[config.mk]
export PLATFORM = sky130hd
export DESIGN_NAME = exposure_sequencer
export DESIGN_NICKNAME = d
export VERILOG_FILES = /design/src/rtl/exposure_sequencer_pkg.sv /design/src/rtl/exposure_sequencer_ms_timer.sv /design/src/rtl/exposure_sequencer.sv
export SDC_FILE = /design/constraint.sdc
export NUM_CORES = 1
export LEC_CHECK = 0
export BUFFER_PORTS_ARGS = -buffer_cell sky130_fd_sc_hd__buf_4
export CORE_UTILIZATION = 46
export CTS_CLUSTER_DIAMETER = 30
export CTS_CLUSTER_SIZE = 12
export DETAILED_ROUTE_END_ITERATION = 8
export PLACE_DENSITY = 0.68
export SYNTH_ARGS = -nofsm -noshare
export SYNTH_HDL_FRONTEND = slang
export SYNTH_SLANG_ARGS = --single-unit
[constraint.sdc]
create_clock -name clk -period 5.7 [get_ports clk]
set_input_delay 0 -clock clk [delete_from_list [all_inputs] [get_ports clk]]
set_output_delay 0 -clock clk [all_outputs]
set_load 0.01 [all_outputs]
[src/rtl/exposure_sequencer_pkg.sv]
// Shared state encoding and default timing constants for the exposure sequencer.
package exposure_sequencer_pkg;

    localparam int DEFAULT_TICKS_PER_MS = 100000;
    localparam int DEFAULT_SETTLE_MS    = 300;
    localparam int DEFAULT_EXP_W        = 24;

    typedef enum logic [2:0] {
        ST_IDLE         = 3'd0,
        ST_OPEN_SETTLE  = 3'd1,
        ST_EXPOSE       = 3'd2,
        ST_CLOSE_SETTLE = 3'd3,
        ST_READ_REQ     = 3'd4,
        ST_READ_ACK     = 3'd5,
        ST_READ_WAIT    = 3'd6,
        ST_FINISH       = 3'd7
    } state_e;

    // Abort is honoured only before the readout has been requested.
    function automatic logic is_abortable(input state_e s);
        return (s == ST_OPEN_SETTLE) || (s == ST_EXPOSE);
    endfunction

endpackage

[src/rtl/exposure_sequencer_ms_timer.sv]
// Millisecond timer: prescaler of TICKS_PER_MS cycles feeding a down-counter of ms.
module ms_timer
    import exposure_sequencer_pkg::*;
#(
    parameter int TICKS_PER_MS = DEFAULT_TICKS_PER_MS,
    parameter int EXP_W        = DEFAULT_EXP_W
) (
    input  logic             clk,
    input  logic             rst,
    input  logic             load,
    input  logic [EXP_W-1:0] ms,
    output logic             expired
);

    localparam int PRE_W = (TICKS_PER_MS > 1) ? $clog2(TICKS_PER_MS) : 1;
    localparam logic [PRE_W-1:0] PRE_LAST = PRE_W'(TICKS_PER_MS - 1);

    logic [PRE_W-1:0] pre_q, pre_d;
    logic [EXP_W-1:0] ms_q, ms_d;

    always_comb begin
        pre_d = pre_q;
        ms_d  = ms_q;
        if (load) begin
            pre_d = '0;
            ms_d  = ms;
        end else if (ms_q != '0) begin
            if (pre_q == PRE_LAST) begin
                pre_d = '0;
                ms_d  = ms_q - EXP_W'(1);
            end else begin
                pre_d = pre_q + PRE_W'(1);
            end
        end
    end

    // Fires on the last cycle of the loaded interval; a zero load fires immediately.
    assign expired = (ms_q == '0) || ((ms_q == EXP_W'(1)) && (pre_q == PRE_LAST));

    always_ff @(posedge clk) begin
        if (rst) begin
            pre_q <= '0;
            ms_q  <= '0;
        end else begin
            pre_q <= pre_d;
            ms_q  <= ms_d;
        end
    end

endmodule

[src/rtl/exposure_sequencer.sv]
// Timed shutter-open / expose / shutter-close / CCD readout sequence for one exposure.
module exposure_sequencer
    import exposure_sequencer_pkg::*;
#(
    parameter int TICKS_PER_MS = DEFAULT_TICKS_PER_MS,
    parameter int SETTLE_MS    = DEFAULT_SETTLE_MS,
    parameter int EXP_W        = DEFAULT_EXP_W
) (
    input  logic             clk,
    input  logic             rst,
    input  logic             start,
    input  logic             abort,
    input  logic [EXP_W-1:0] exp_ms,
    input  logic             dark,
    input  logic             readout_busy,
    output logic             shutter_open,
    output logic             readout_toggle,
    output logic             busy,
    output logic             done,
    output logic             aborted,
    output logic [2:0]       state_dbg
);

    localparam logic [EXP_W-1:0] SETTLE_CNT = EXP_W'(SETTLE_MS);

    state_e           state_q, state_d;
    logic [EXP_W-1:0] exp_ms_q, exp_ms_d;
    logic             dark_q, dark_d;
    logic             aborted_q, aborted_d;
    logic             shutter_open_q, shutter_open_d;
    logic             readout_toggle_q, readout_toggle_d;
    logic             busy_q, busy_d;
    logic             done_q, done_d;

    logic             timer_load;
    logic [EXP_W-1:0] timer_ms;
    logic             timer_expired;

    ms_timer #(
        .TICKS_PER_MS (TICKS_PER_MS),
        .EXP_W        (EXP_W)
    ) u_ms_timer (
        .clk     (clk),
        .rst     (rst),
        .load    (timer_load),
        .ms      (timer_ms),
        .expired (timer_expired)
    );

    always_comb begin
        state_d   = state_q;
        exp_ms_d  = exp_ms_q;
        dark_d    = dark_q;
        aborted_d = aborted_q;

        if (is_abortable(state_q) && abort) begin
            aborted_d = 1'b1;
            state_d   = dark_q ? ST_FINISH : ST_CLOSE_SETTLE;
        end else begin
            unique case (state_q)
                ST_IDLE: begin
                    if (start) begin
                        exp_ms_d  = exp_ms;
                        dark_d    = dark;
                        aborted_d = 1'b0;
                        state_d   = dark ? ST_EXPOSE : ST_OPEN_SETTLE;
                    end
                end
                ST_OPEN_SETTLE: begin
                    if (timer_expired) state_d = ST_EXPOSE;
                end
                ST_EXPOSE: begin
                    if (timer_expired) state_d = dark_q ? ST_READ_REQ : ST_CLOSE_SETTLE;
                end
                ST_CLOSE_SETTLE: begin
                    if (abort) aborted_d = 1'b1;
                    if (timer_expired) begin
                        state_d = (aborted_q || abort) ? ST_FINISH : ST_READ_REQ;
                    end
                end
                ST_READ_REQ:  state_d = ST_READ_ACK;
                ST_READ_ACK: begin
                    if (readout_busy) state_d = ST_READ_WAIT;
                end
                ST_READ_WAIT: begin
                    if (!readout_busy) state_d = ST_FINISH;
                end
                ST_FINISH:    state_d = ST_IDLE;
                default:      state_d = ST_IDLE;
            endcase
        end

        // The timer restarts on every state change so each phase is timed from its first cycle.
        timer_load = (state_d != state_q);
        timer_ms   = (state_d == ST_EXPOSE) ? exp_ms_d : SETTLE_CNT;

        shutter_open_d   = !dark_d && ((state_d == ST_OPEN_SETTLE) || (state_d == ST_EXPOSE));
        readout_toggle_d = (state_d == ST_READ_REQ);
        busy_d           = (state_d != ST_IDLE);
        done_d           = (state_d == ST_FINISH);
    end

    always_ff @(posedge clk) begin
        if (rst) begin
            state_q          <= ST_IDLE;
            exp_ms_q         <= '0;
            dark_q           <= 1'b0;
            aborted_q        <= 1'b0;
            shutter_open_q   <= 1'b0;
            readout_toggle_q <= 1'b0;
            busy_q           <= 1'b0;
            done_q           <= 1'b0;
        end else begin
            state_q          <= state_d;
            exp_ms_q         <= exp_ms_d;
            dark_q           <= dark_d;
            aborted_q        <= aborted_d;
            shutter_open_q   <= shutter_open_d;
            readout_toggle_q <= readout_toggle_d;
            busy_q           <= busy_d;
            done_q           <= done_d;
        end
    end

    assign shutter_open   = shutter_open_q;
    assign readout_toggle = readout_toggle_q;
    assign busy           = busy_q;
    assign done           = done_q;
    assign aborted        = aborted_q;
    assign state_dbg      = state_q;

endmodule

==> impl_metrics.json <==
{
  "critPathSlowestCell": "or4_4",
  "synth.largest_area_cell": "dfxtp_1",
  "hold_path_class": "input port to flop",
  "cts_hold_buf": 26,
  "die_w_um": 90.2,
  "cp.required_ns": 5.96,
  "power_leakage_uw": 0.00172,
  "firstDrtPassIters": 4,
  "top_usage_layer": "met2",
  "start_kind": "flop",
  "setup_viol": 0,
  "cts_root_buf": "clkbuf_8",
  "yosysSeqAreaShare": 0.414,
  "cts.sinks": 74,
  "port_buffers": 37,
  "fmax_mhz": 325,
  "syn_inst": 420,
  "dpl.hpwl_mm": 5.48,
  "syn_to_final_growth_pct": 22.0,
  "clock_latency_ns": 0.35,
  "slew_headroom": 0.453,
  "p_per_area_nw_per_um2": 451,
  "vias": 3174,
  "max_stage_delay_ns": 0.59,
  "cts_buffers": 9,
  "synth-async-reset-ratio": 0,
  "drc": 0,
  "ir_worst_vdd_mv": 0.237,
  "synth_cell_type_count": 58,
  "slew_violations": 0,
  "ys_top_cells_by_area": "dfxtp_1, nand2_1, nor2_1, xnor2_1, a22o_1",
  "rsz0062_at_grt": "no",
  "ant_nets": 0,
  "die_y_um": 90.2,
  "h-tree-depth": 3,
  "critPathCaptureType": "flop",
  "fill_cells": 682,
  "post-route-min-period_ns": 3.08,
  "drive_gt1_frac": 0.140,
  "clockBufferDepth": 2,
  "path_cells": "or4_4 -> nor4_4 -> and2_4 -> a31oi_4 -> a311oi_4 -> nor3_2 -> buf_4 -> a221oi_1",
  "diodes": 0,
  "gr-usage-met1": 0.278,
  "worstMarginPinSlew_ns": 0.818,
  "grt_max_degree": 40,
  "nets": 513,
  "initial_core_util": 0.485,
  "hp-start": "rst",
  "ios": 38,
  "layout_commonest_cell": "dfxtp_1",
  "vias_per_cell": 5.44,
  "synthesis.area_um2": 3580,
  "synth_flop_cell": "dfxtp_1",
  "wirelength_mm": 8.25,
  "cts_resized": 0,
  "skew_ns": 0.00981,
  "rows": 31,
  "synth_edf_count": 0,
  "grtUsageTotal": 0.217,
  "fin_crit_sh": 0.540,
  "dieArea_um2": 8130,
  "syn_nets": 454,
  "globalRouteOverflowTotal": 0,
  "grt_pass1_vias": 3023,
  "ys_ff_latch": 74,
  "drtIter0Drc": 141,
  "placed_cells": 541,
  "status": "completed",
  "cp_max_fo": 21,
  "core-area_um2": 7370,
  "finalHoldViolCount": 0,
  "final_cell_mix": "dfxtp_1, nand2_1, nor2_1",
  "grt_antenna_before_repair": 0,
  "wire_per_inst_um": 14.1,
  "maxCapViolations": 0,
  "yosysTopAreaCellShare": 0.414,
  "cts_tree": "done",
  "critPathKind": "flop to flop",
  "totalNegativeSetupSlack_ns": 0,
  "startpoint": "u_ms_timer.ms_q[12]",
  "crit_arrival_ns": 3.33,
  "clk_pin_slew_ns": 0.08,
  "grt_util_met2": 0.363,
  "grt_pass1_wl_mm": 14.4,
  "cts_setup_buffers": 0,
  "globalplace.congestion": 0.825,
  "crit-reg2reg-launch": "u_ms_timer.ms_q[12]",
  "syn_area_per_cell_um2": 8.51,
  "grtUsageMet3": 0.0448,
  "yosysWarnings": 0,
  "stdcell_count": 583
}
==> metrics by stage <==
stage	total power (uW)	hold slack, ns	util	cell area (um2)	worst slack [ns]
final	1970	0.0710	0.592	4360	2.62
after global routing	2120	0.0846	0.592	4360	2.42
after CTS	1970	0.0679	0.592	4360	2.64
after detailed placement	1590	0.281	0.532	3920	2.66
after global placement	1570	0.279	0.532	3920	2.69
after floorplan	1370	0.148	-	3580	3.05
==> kinds of logic (layout without fill, tap and decap cells) <==
group,count (synthesis),in the layout,synth area share
simple gates,188,188,0.262
compound gates,85,85,0.174
flops,74,74,0.414
xor+xnor,35,35,0.0857
buf+inv,29,93,0.0357
mux,5,5,0.0143
fa+ha+maj,4,4,0.0140
==> state kept, by name, indices dropped and copies added (netlist names) <==
name / count
aborted: 1
busy: 1
dark_q: 1
done: 1
exp_ms_q: 24
readout_toggle: 1
shutter_open: 1
state_dbg: 3
u_ms_timer.ms_q: 24
u_ms_timer.pre_q: 17
==> worst max-delay path, delay by kind of cell (launching register included) <==
family,cells,cell delay (ns)
AO/OA/AOI/OAI,3,0.91
buffers and inverters,1,0.23
flip-flops,1,0.36
AND/OR/NAND/NOR,4,1.47
==> power breakdown <==
part           switching, uW  internal [uW]  total [uW]
sequential              94.2            612         706
combinational            540            348         888
clock                    200            171         371
==> worst paths after layout <==
kind	end	slack (ns)	cells after the start
hold reg to reg	exp_ms_q[0]	0.46	2
hold / removal	state_dbg[1]	0.07	2
setup / recovery	u_ms_timer.ms_q[8]	2.62	8
setup reg to reg	u_ms_timer.ms_q[8]	2.62	8
==> Yosys cell counts, types with 2 or more instances <==
library cell and count:
and3_1 4, o21ai_0 4, o211ai_1 3, a2bb2oi_1 2, mux2i_1 4, ha_1 4
o21a_1 3, and2_1 3, clkbuf_1 15, nor3_1 12, or2_2 3, or3_1 4
o211a_1 2, a22o_1 19, nor3b_1 3, nand2b_1 5, o31ai_1 2, xor2_1 15
and4_1 2, dfxtp_1 74, a21oi_1 33, nor4_1 5, xnor2_1 20, nand2_1 62
nor2_1 51, nor3_2 2, a31oi_1 4, or4_1 5, buf_6 2, inv_1 11
nand4_1 4, nand3_1 10, nor2b_1 3
==> final cells by class <==
type | instances | area, um2 | area share
tap | 99 | 124 | 0.0284
timing repair buffer | 66 | 561 | 0.128
clock inverter | 5 | 38.8 | 0.00889
multi-input combinational | 317 | 1980 | 0.453
inverter | 11 | 41.3 | 0.00946
sequential | 74 | 1480 | 0.340
clock buffer | 11 | 141 | 0.0324
==> metal layers <==
layer / vias to the layer above / wire, um
met3: 6 / 322
met5: - / 0
met1: 1509 / 3800
li1: 1597 / -
met4: 0 / 66
met2: 62 / 4050
(Power assumes the default switching activity.)
